## config.mk

```make
export PLATFORM = sky130hd
export DESIGN_NAME = uart_rx_fifo
export DESIGN_NICKNAME = d
export VERILOG_FILES = /design/src/rtl/uart_pkg.sv /design/src/rtl/sync_fifo.sv /design/src/rtl/uart_rx_fifo.sv
export SDC_FILE = /design/constraint.sdc
export NUM_CORES = 1
export LEC_CHECK = 0
export BUFFER_PORTS_ARGS = -buffer_cell sky130_fd_sc_hd__buf_2
export CORE_MARGIN = 4
export CORE_UTILIZATION = 40
export DETAILED_ROUTE_END_ITERATION = 8
export PLACE_DENSITY = 0.59
export SLEW_MARGIN = 10
export SYNTH_ARGS = -nofsm -noshare
export SYNTH_HDL_FRONTEND = slang
export SYNTH_SLANG_ARGS = --single-unit
```

## constraint.sdc

```tcl
create_clock -name clk -period 3.4 [get_ports clk]
set_input_delay 0.34 -clock clk [delete_from_list [all_inputs] [get_ports clk]]
set_output_delay 0.34 -clock clk [all_outputs]
set_load 0.03 [all_outputs]
```

## src/rtl/uart_pkg.sv

```systemverilog
// Shared UART receiver definitions: FSM state encoding and the minimum legal baud divisor.
// The PARITY state exists only when UART_RX_PARITY_EN is defined.
package uart_pkg;

  localparam int MIN_DIV = 4;

  typedef enum logic [2:0] {
    IDLE,
    START,
    DATA,
`ifdef UART_RX_PARITY_EN
    PARITY,
`endif
    STOP
  } uart_state_e;

endpackage

```

## src/rtl/sync_fifo.sv

```systemverilog
// Single-clock FIFO with combinational read of the oldest entry and an exact occupancy count.
// A push is accepted when full only if a pop happens in the same cycle.
module sync_fifo #(
  parameter int WIDTH = 8,
  parameter int DEPTH = 16
) (
  input  logic                     clk,
  input  logic                     resetn,
  input  logic                     push,
  input  logic [WIDTH-1:0]         push_data,
  input  logic                     pop,
  output logic [WIDTH-1:0]         pop_data,
  output logic                     valid,
  output logic                     full,
  output logic [$clog2(DEPTH):0]   level
);

  localparam int AW = $clog2(DEPTH);
  localparam int CW = AW + 1;

  logic [WIDTH-1:0] mem [DEPTH];
  logic [AW-1:0]    wr_ptr;
  logic [AW-1:0]    rd_ptr;
  logic [CW-1:0]    count;
  logic             do_push;
  logic             do_pop;

  assign valid    = (count != '0);
  assign full     = (count == CW'(DEPTH));
  assign do_pop   = pop && valid;
  assign do_push  = push && (!full || do_pop);
  assign level    = count;
  // An empty FIFO presents zero rather than stale storage.
  assign pop_data = valid ? mem[rd_ptr] : '0;

  always_ff @(posedge clk) begin
    if (do_push) mem[wr_ptr] <= push_data;
  end

  always_ff @(posedge clk or negedge resetn) begin
    if (!resetn) begin
      wr_ptr <= '0;
      rd_ptr <= '0;
      count  <= '0;
    end else begin
      if (do_push) wr_ptr <= wr_ptr + AW'(1);
      if (do_pop)  rd_ptr <= rd_ptr + AW'(1);
      case ({do_push, do_pop})
        2'b10:   count <= count + CW'(1);
        2'b01:   count <= count - CW'(1);
        default: count <= count;
      endcase
    end
  end

endmodule

```

## src/rtl/uart_rx_fifo.sv

```systemverilog
// UART receiver (start + DATA_BITS LSB-first + optional parity + stop) feeding a receive FIFO.
// Define UART_RX_PARITY_EN to add the parity bit, cfg_parity_odd and parity_err.
module uart_rx_fifo
  import uart_pkg::*;
#(
  parameter int DATA_BITS  = 8,
  parameter int DIV_WIDTH  = 16,
  parameter int FIFO_DEPTH = 16
) (
  input  logic                          clk,
  input  logic                          resetn,
  input  logic                          rx,
  input  logic [DIV_WIDTH-1:0]          cfg_div,
`ifdef UART_RX_PARITY_EN
  input  logic                          cfg_parity_odd,
  output logic                          parity_err,
`endif
  output logic                          m_valid,
  input  logic                          m_ready,
  output logic [DATA_BITS-1:0]          m_data,
  output logic [$clog2(FIFO_DEPTH):0]   fifo_level,
  output logic                          frame_err,
  output logic                          overrun,
  output uart_state_e                   dbg_state
);

  localparam int BW = $clog2(DATA_BITS);

  logic                 sync1;
  logic                 rxs;
  uart_state_e          state;
  uart_state_e          state_next;
  logic [DIV_WIDTH-1:0] cnt;
  logic [DIV_WIDTH-1:0] div_q;
  logic [DIV_WIDTH-1:0] div_in;
  logic [BW-1:0]        bit_idx;
  logic [DATA_BITS-1:0] shreg;
  logic                 armed;
  logic                 par_bad;
  logic                 tick;
  logic                 last_bit;
  logic                 start_det;
  logic                 push;
  logic                 ferr_c;
  logic                 perr_c;
  logic                 fifo_full;

  // Two-flop synchronizer; reset to the idle-high line level.
  always_ff @(posedge clk or negedge resetn) begin
    if (!resetn) begin
      sync1 <= 1'b1;
      rxs   <= 1'b1;
    end else begin
      sync1 <= rx;
      rxs   <= sync1;
    end
  end

  assign div_in    = (cfg_div < DIV_WIDTH'(MIN_DIV)) ? DIV_WIDTH'(MIN_DIV) : cfg_div;
  assign tick      = (cnt <= DIV_WIDTH'(1));
  assign last_bit  = (bit_idx == BW'(DATA_BITS - 1));
  // armed drops after a low stop bit so a held-low line cannot start another frame.
  assign start_det = (state == IDLE) && armed && !rxs;
  assign dbg_state = state;

  always_ff @(posedge clk or negedge resetn) begin
    if (!resetn) state <= IDLE;
    else         state <= state_next;
  end

  always_comb begin
    state_next = state;
    unique case (state)
      IDLE:   if (start_det) state_next = START;
      START:  if (tick) state_next = rxs ? IDLE : DATA;
`ifdef UART_RX_PARITY_EN
      DATA:   if (tick && last_bit) state_next = PARITY;
      PARITY: if (tick) state_next = STOP;
`else
      DATA:   if (tick && last_bit) state_next = STOP;
`endif
      STOP:   if (tick) state_next = IDLE;
      default: state_next = IDLE;
    endcase
  end

  always_comb begin
    push   = 1'b0;
    ferr_c = 1'b0;
    perr_c = 1'b0;
    unique case (state)
`ifdef UART_RX_PARITY_EN
      PARITY: if (tick) perr_c = (rxs != ((^shreg) ^ cfg_parity_odd));
`endif
      STOP: begin
        if (tick) begin
          push   = rxs && !par_bad;
          ferr_c = !rxs;
        end
      end
      default: ;
    endcase
  end

  always_ff @(posedge clk or negedge resetn) begin
    if (!resetn) begin
      cnt     <= '0;
      div_q   <= DIV_WIDTH'(MIN_DIV);
      bit_idx <= '0;
      shreg   <= '0;
      armed   <= 1'b1;
    end else begin
      if (state == IDLE) begin
        if (rxs) armed <= 1'b1;
        if (start_det) begin
          div_q   <= div_in;
          cnt     <= div_in >> 1;
          bit_idx <= '0;
        end
      end else begin
        cnt <= tick ? div_q : cnt - DIV_WIDTH'(1);
      end
      if (state == DATA && tick) begin
        shreg   <= {rxs, shreg[DATA_BITS-1:1]};
        bit_idx <= last_bit ? '0 : bit_idx + BW'(1);
      end
      if (state == STOP && tick && !rxs) armed <= 1'b0;
    end
  end

`ifdef UART_RX_PARITY_EN
  always_ff @(posedge clk or negedge resetn) begin
    if (!resetn) begin
      par_bad    <= 1'b0;
      parity_err <= 1'b0;
    end else begin
      parity_err <= perr_c;
      if (state == PARITY && tick) par_bad <= perr_c;
    end
  end
`else
  assign par_bad = 1'b0;
`endif

  // A full FIFO still takes the frame when the consumer pops in the same cycle.
  always_ff @(posedge clk or negedge resetn) begin
    if (!resetn) begin
      frame_err <= 1'b0;
      overrun   <= 1'b0;
    end else begin
      frame_err <= ferr_c;
      overrun   <= push && fifo_full && !m_ready;
    end
  end

  sync_fifo #(
    .WIDTH (DATA_BITS),
    .DEPTH (FIFO_DEPTH)
  ) u_fifo (
    .clk       (clk),
    .resetn    (resetn),
    .push      (push),
    .push_data (shreg),
    .pop       (m_ready),
    .pop_data  (m_data),
    .valid     (m_valid),
    .full      (fifo_full),
    .level     (fifo_level)
  );

endmodule
```

# --- Yosys cells after proc, flatten, opt, wreduce, memory -nomap -nowiden ---
# Memory sizes are Yosys's and may differ from the RTL's.
# Index checks and enable logic that the tools add are counted.
word_totals:
  wordCells: 83
  ram_bits: 128
  mem_count: 1
  register_bits: 64
memory_table:
  columns: ["name", "words", "word_bits", "read_ports", "rd_clocked_by_memory_dff", "write_ports", "line_no", "text"]
  rows:
  - ["u_fifo.mem", 16, 8, 1, 0, 1, "sync_fifo.sv:21", "logic [WIDTH-1:0] mem [DEPTH];"]
classes:
  add_sub_neg: 6
  reduce_logical: 25
  eq_ne: 11
  mux: 25
  order_cmp: 2
op_table:
  columns: ["operator", "count"]
  rows:
  - ["2-to-1 mux 16 bit", 4]
  - ["2-to-1 mux 3 bit", 8]
  - ["less-or-equal comparator 16 x 1 -> 1 bit (second input constant)", 1]
  - ["< comparator 16 x 3 -> 1 bit (second input constant)", 1]
  - ["subtractor 16 x 1 -> 16 bit (second input constant)", 1]
  - ["one-hot mux 3 bit (4 select lines)", 1]
  - ["logical AND 1 bit", 10]
  - ["one-hot mux 5 bit (2 select lines)", 1]
  - ["nonzero test 2 bit", 5]
  - ["2-to-1 mux 1 bit", 9]
  - ["adder 4 x 1 -> 4 bit (second input constant)", 2]
  - ["2-to-1 mux 8 bit", 1]
  - ["!= test 2 bit (second input constant)", 4]
  - ["== test 3 x 2 -> 1 bit (second input constant)", 2]
  - ["AND reduction 2 bit", 3]
  - ["adder 5 x 1 -> 5 bit (second input constant)", 1]
  - ["== test 5 bit (second input constant)", 1]
  - ["nonzero test 5 bit", 1]
  - ["subtractor 5 x 1 -> 5 bit (second input constant)", 1]
  - ["AND reduction 4 bit", 1]
  - ["adder 3 x 1 -> 3 bit (second input constant)", 1]
  - ["== test 3 x 1 -> 1 bit (second input constant)", 1]
  - ["== test 3 bit (second input constant)", 1]
  - ["zero test 1 bit", 3]
  - ["5 further kinds", 5]

# --- Logic depth before layout (Yosys ltp) ---
logic_depth:
  ltp_word: 6
  depth_mapped: 11
  ltp_nobuf: 11

# --- Hierarchy ---
# A second synthesis with hierarchy kept.
hier_totals:
  hier_cells: 581
  area_unflattened_um2: 8486.9
by_module_without_submodules:
  columns: ["mod", "n_inst", "area_each_um2", "cells_per_inst", "seq_area_each_um2"]
  rows:
  - ["sync_fifo", 1, 5838.1, 297, 4169.0]
  - ["uart_rx_fifo", 1, 2648.8, 284, 1256.2]

# --- Least setup slack after synthesis ---
# No wires, ideal clock.
synth_timing:
  path_kind: "register to register"
  startpoint: "reg u_fifo.count[1], in the netlist u_fifo.level[1]"
  endpoint: "reg u_fifo.count[4], in the netlist u_fifo.level[4]"
  t_required_ns: 3.319
  slack_ns: 0.772
  stages_incl_launch_ff: 11
  synth_period_minus_slack_ns: 2.628
  arrival_time_ns: 2.546
  setup_time_ns: 0.081
  n_path_buf: 1
  path_cell_list: "dfrtp_1 -> buf_2 -> or4_4 -> o21ai_4 -> a21oi_2 -> xor2_1 -> ha_1 -> or3_1 -> a21oi_1 -> o2bb2ai_1 -> xor2_1"
synth_between:
  elab_chain_len: 6
  elab_cells_between_ends: 12
synth_rtl:
  columns: ["element", "line_no", "text"]
  rows:
  - ["start, declared", "sync_fifo.sv:24", "logic [CW-1:0] count;"]
  - ["start signal, assigned", "sync_fifo.sv:49", "2'b10: count <= count + CW'(1);"]
  - ["start signal, assigned", "sync_fifo.sv:50", "2'b01: count <= count - CW'(1);"]
  - ["start signal, assigned", "sync_fifo.sv:51", "default: count <= count;"]
  - ["== test 5 bit / nonzero test 5 bit (equally long branches)", "sync_fifo.sv:29, sync_fifo.sv:28", null]
  - ["zero test 1 bit / logical AND 1 bit (equally long branches)", "sync_fifo.sv:31, sync_fifo.sv:30", null]
  - ["logical OR 1 bit", "sync_fifo.sv:31", "assign do_push = push && (!full || do_pop);"]
  - ["logical AND 1 bit", "sync_fifo.sv:31", null]
  - ["== test 2 x 1 -> 1 bit / == test 2 bit (equally long branches)", "sync_fifo.sv:48", "case ({do_push, do_pop})"]
  - ["one-hot mux 5 bit (2 select lines) / nonzero test 2 bit (equally long branches)", null, null]
# Several ways; a longest one is shown, not always the timed one.
# A chain may end at the register's enable or synchronous reset.

# --- Worst setup path in the final report ---
layout_timing:
  startpoint: "reg u_fifo.rd_ptr[0]"
  endpoint: "out m_data[6]"
layout_between:
  elab_chain_len: 2
layout_rtl:
  columns: ["element", "line_no", "text"]
  rows:
  - ["start, declared", "sync_fifo.sv:23", "logic [AW-1:0] rd_ptr;"]
  - ["start signal, assigned", "sync_fifo.sv:47", "if (do_pop) rd_ptr <= rd_ptr + AW'(1);"]
  - ["memory (16 x 8 bit)", null, null]
  - ["2-to-1 mux 8 bit", "sync_fifo.sv:34", "assign pop_data = valid ? mem[rd_ptr] : '0;"]
  - ["end, declared", "uart_rx_fifo.sv:20", "output logic [DATA_BITS-1:0] m_data,"]
# Every way passes these cells.

==> impl_metrics.csv <==
group,metric,value,unit
status,run_status,"complete, no violations",
synth,synth-seq-area-share,64.5,%
synth,yosys_warnings,0,
clock_network,numClockSinks,191,
floorplan,dieHeight,153,um
floorplan,die_w,153,um
sta,holdWs,0.137,ns
worst_setup_path,cp_slowest_cell,"mux4_2",
power_and_ir_drop,ir_worst_vdd,329,uV
synth,yosysUniqueCellTypes,57,
cells_and_area,area_delta_synth_final,12.1,%
worst_setup_path,cp_slowest_stage_delay,0.59,ns
sta,setup_viol,0,
floorplan,die_area,23400,um^2
sta,min_period_over_period,86.8,%
cells_and_area,fin_nets,645,
grt,overflow,0,
sta,period_needed,2.95,ns
synth,syn-num-nets,604,
worst_setup_path,rrSetupSlack,0.73,ns
drt,postRouteAntennaNets,0,
clock_network,cts.repair.resized,0,
clock_network,clockBufferDepth,2,
synth,avgSynthCellArea,14.7,um^2
power_and_ir_drop,power.leakage,0.00376,uW
grt,grt_usage,14.8,%
cells_and_area,drive_above_1_share,22.0,%
sta,relSlewSlack,45.4,%
power_and_ir_drop,cellPowerDensity,688,nW/um^2
synth,syn_area,8410,um^2
synth,syn_inst,573,
job,max_cap_violations,0,
worst_setup_path,rr_endpoint,"u_fifo.level[4]",
worst_setup_path,crit_path_start_kind,"register",
sta,fin_skew,0.0172,ns
drt,drt_iter0_drc,251,
worst_setup_path,cp-endpoint,"m_data[6]",
worst_setup_path,criticalPathCategory,"register to primary output",
floorplan,ios,39,
drt,drt-vias-per-instance,5.24,
synth,synth-seq-cells,191,
worst_setup_path,startpoint,"u_fifo.rd_ptr[0]",
sta,grt_setup_unrepaired,"no",
sta,slew_viol_final,0,
clock_network,postCtsHoldBufs,2,
cells_and_area,diodes,0,
cells_and_area,fillers,1818,
placement,port_buffers,37,
worst_setup_path,end_kind,"primary output",
clock_network,cts_setup_buffers,0,
clock_network,cts_tree,"yes",
worst_setup_path,arrival,2.61,ns
worst_setup_path,path_cells,"buf_4 > mux4_2 > mux4_2 > and2b_1 > buf_2",
synth,synthArstFlopShare,33.0,%
drt,drc,0,
sta,fin_tns_setup,0,ns
clock_network,cts-root-buf,"clkbuf_16",
placement,placed_cell_area,8850,um^2
floorplan,num_rows,52,
clock_network,htree_levels,4,
sta,finalHoldViolCount,0,
synth,synth-main-ff-cell,"edfxtp_1",
drt,post_drt_wl_per_cell,18.7,um
worst_setup_path,reg2reg_from,"cnt[0]",
grt,grt_pass1_vias,4791,
placement,place_congestion,0.808,
drt,firstDrtPassIters,4,
cells_and_area,fin_area,9430,um^2
sta,tightest_slew,0.816,ns
grt,grt_pass1_wl,27000,um
floorplan,core-area,20400,um^2
synth,synth_edf_count,128,
clock_network,insertion_delay,0.43,ns
worst_hold_path,holdCritPathClass,"input pin to register",
grt,grt_antenna_before_repair,0,
clock_network,numCtsBuffers,17,
drt,postRouteWirelength,16800,um
worst_setup_path,crit_fanout,21,
worst_setup_path,reg2reg_depth,11,
sta,fmax,339,MHz
worst_setup_path,cp_common_cell,"mux4_2",
floorplan,start_util,41.2,%
drt,vias,4697,
power_and_ir_drop,p_total,6490,uW
grt,grt_max_degree,36,
placement,detailed_place_hpwl,11400,um
cells_and_area,layout_commonest_cell,"edfxtp_1",
clock_network,clk_pin_slew,0.08,ns
worst_setup_path,cp.required,3.06,ns
cells_and_area,final_cell_mix,"128 x edfxtp_1, 94 x nand2_1, 58 x dfrtp_1",
-- cell type report --
cell class	count	area (um^2)	share of cell area, %
clock buffer	17	425	4.51
clock inverter	14	125	1.33
inverter	11	41.3	0.438
multi-input combinational	344	2790	29.6
sequential	191	5430	57.6
tap	270	338	3.58
timing repair buffer	49	280	2.97
-- synthesized netlist by cell type, types with 2 or more instances --
| master | count | area [um^2] |
|---|---|---|
| o21ai_1 | 11 | 55.1 |
| a21oi_1 | 9 | 45.0 |
| inv_1 | 11 | 41.3 |
| buf_1 | 3 | 11.3 |
| a31oi_1 | 2 | 12.5 |
| nand2b_1 | 2 | 12.5 |
| buf_2 | 7 | 35.0 |
| o2111ai_1 | 2 | 17.5 |
| edfxtp_1 | 128 | 3840 |
| and4_1 | 2 | 17.5 |
| mux2i_1 | 13 | 130 |
| nor2_1 | 27 | 101 |
| mux4_2 | 40 | 901 |
| or4_4 | 2 | 22.5 |
| and2_1 | 14 | 87.6 |
| buf_6 | 5 | 56.3 |
| xor2_1 | 8 | 70.1 |
| o31ai_1 | 2 | 15.0 |
| dfstp_2 | 4 | 105 |
| nand2_1 | 94 | 353 |
| nor4_1 | 5 | 31.3 |
| o21ai_0 | 11 | 55.1 |
| nor3_1 | 4 | 20.0 |
| o211ai_1 | 13 | 97.6 |
| nand3_1 | 8 | 40.0 |
| nor2b_1 | 8 | 50.1 |
| nor4_4 | 3 | 63.8 |
| nand3b_1 | 4 | 30.0 |
| ha_1 | 11 | 138 |
| nor3b_2 | 3 | 37.5 |
| clkbuf_1 | 11 | 41.3 |
| and3_1 | 3 | 18.8 |
| and2b_1 | 2 | 15.0 |
| a2111oi_0 | 2 | 17.5 |
| or3_1 | 3 | 18.8 |
| dfrtp_1 | 59 | 1480 |
| nor3b_1 | 2 | 15.0 |
| xnor2_1 | 13 | 114 |
| nand2_2 | 2 | 12.5 |
| nand4_1 | 3 | 18.8 |
-- worst min-delay path by stage --
| stage | cells past startpoint | slack, ns | end | from |
|---|---|---|---|---|
| detailed placement | 0 | 0.35 | rxs | sync1 |
| floorplan | 0 | 0.04 | bit_idx[0] | resetn |
| finish | 3 | 0.14 | div_q[13] | cfg_div[13] |
| global route | 3 | 0.13 | div_q[6] | cfg_div[6] |
| global placement | 0 | 0.35 | rxs | sync1 |
| CTS | 3 | 0.11 | div_q[14] | cfg_div[14] |
-- metrics by stage --
step / worst slack (ns) / util [%] / instances
2_1_floorplan: 0.772 / - / 573
3_3_place_gp: 0.758 / 43.3 / 863
3_5_place_dp: 0.693 / 43.3 / 863
4_1_cts: 0.368 / 46.1 / 896
5_1_grt: 0.297 / 46.1 / 896
6_report: 0.450 / 46.1 / 896
-- state kept, by name, summed over array words and instances (netlist names), 3 cells and up --
name           flops
u_fifo.mem       128
cnt               16
div_q             16
shreg              8
u_fifo.level       5
u_fifo.rd_ptr      4
u_fifo.wr_ptr      4
bit_idx            3
-- logic make-up (layout without fill, tap and decap cells) --
family / Yosys count / in the layout / synth area share [%]
and+or+nand+nor: 198 / 198 / 12.4
DFF: 191 / 191 / 64.5
AOI/OAI and AO/OA: 59 / 59 / 4.51
muxes: 54 / 54 / 12.4
buffers and inverters: 38 / 91 / 2.29
xor gates and xnor gates: 21 / 21 / 2.19
adders and majority gates: 11 / 11 / 1.64
other: 1 / 1 / 0.0446
-- critical path: cells and delay by family, from the launching register on --
family,cells,cell delay [ns]
mux,2,1.07
simple gates,1,0.16
buf+inv,2,0.56
flops,1,0.38
-- where the power goes --
part           leakage [uW]  switching (uW)  internal, uW
clock network      0.000265             910           959
logic               0.00133             848           755
registers           0.00216             338          2680
-- routing by layer --
metal	GRT usage [%]	part of all wire (%)
met4	3.61	0.54
met1	20.2	46
met5	0	0
met2	24.4	51
met3	3.31	2.7
(Power assumes the default switching activity.)
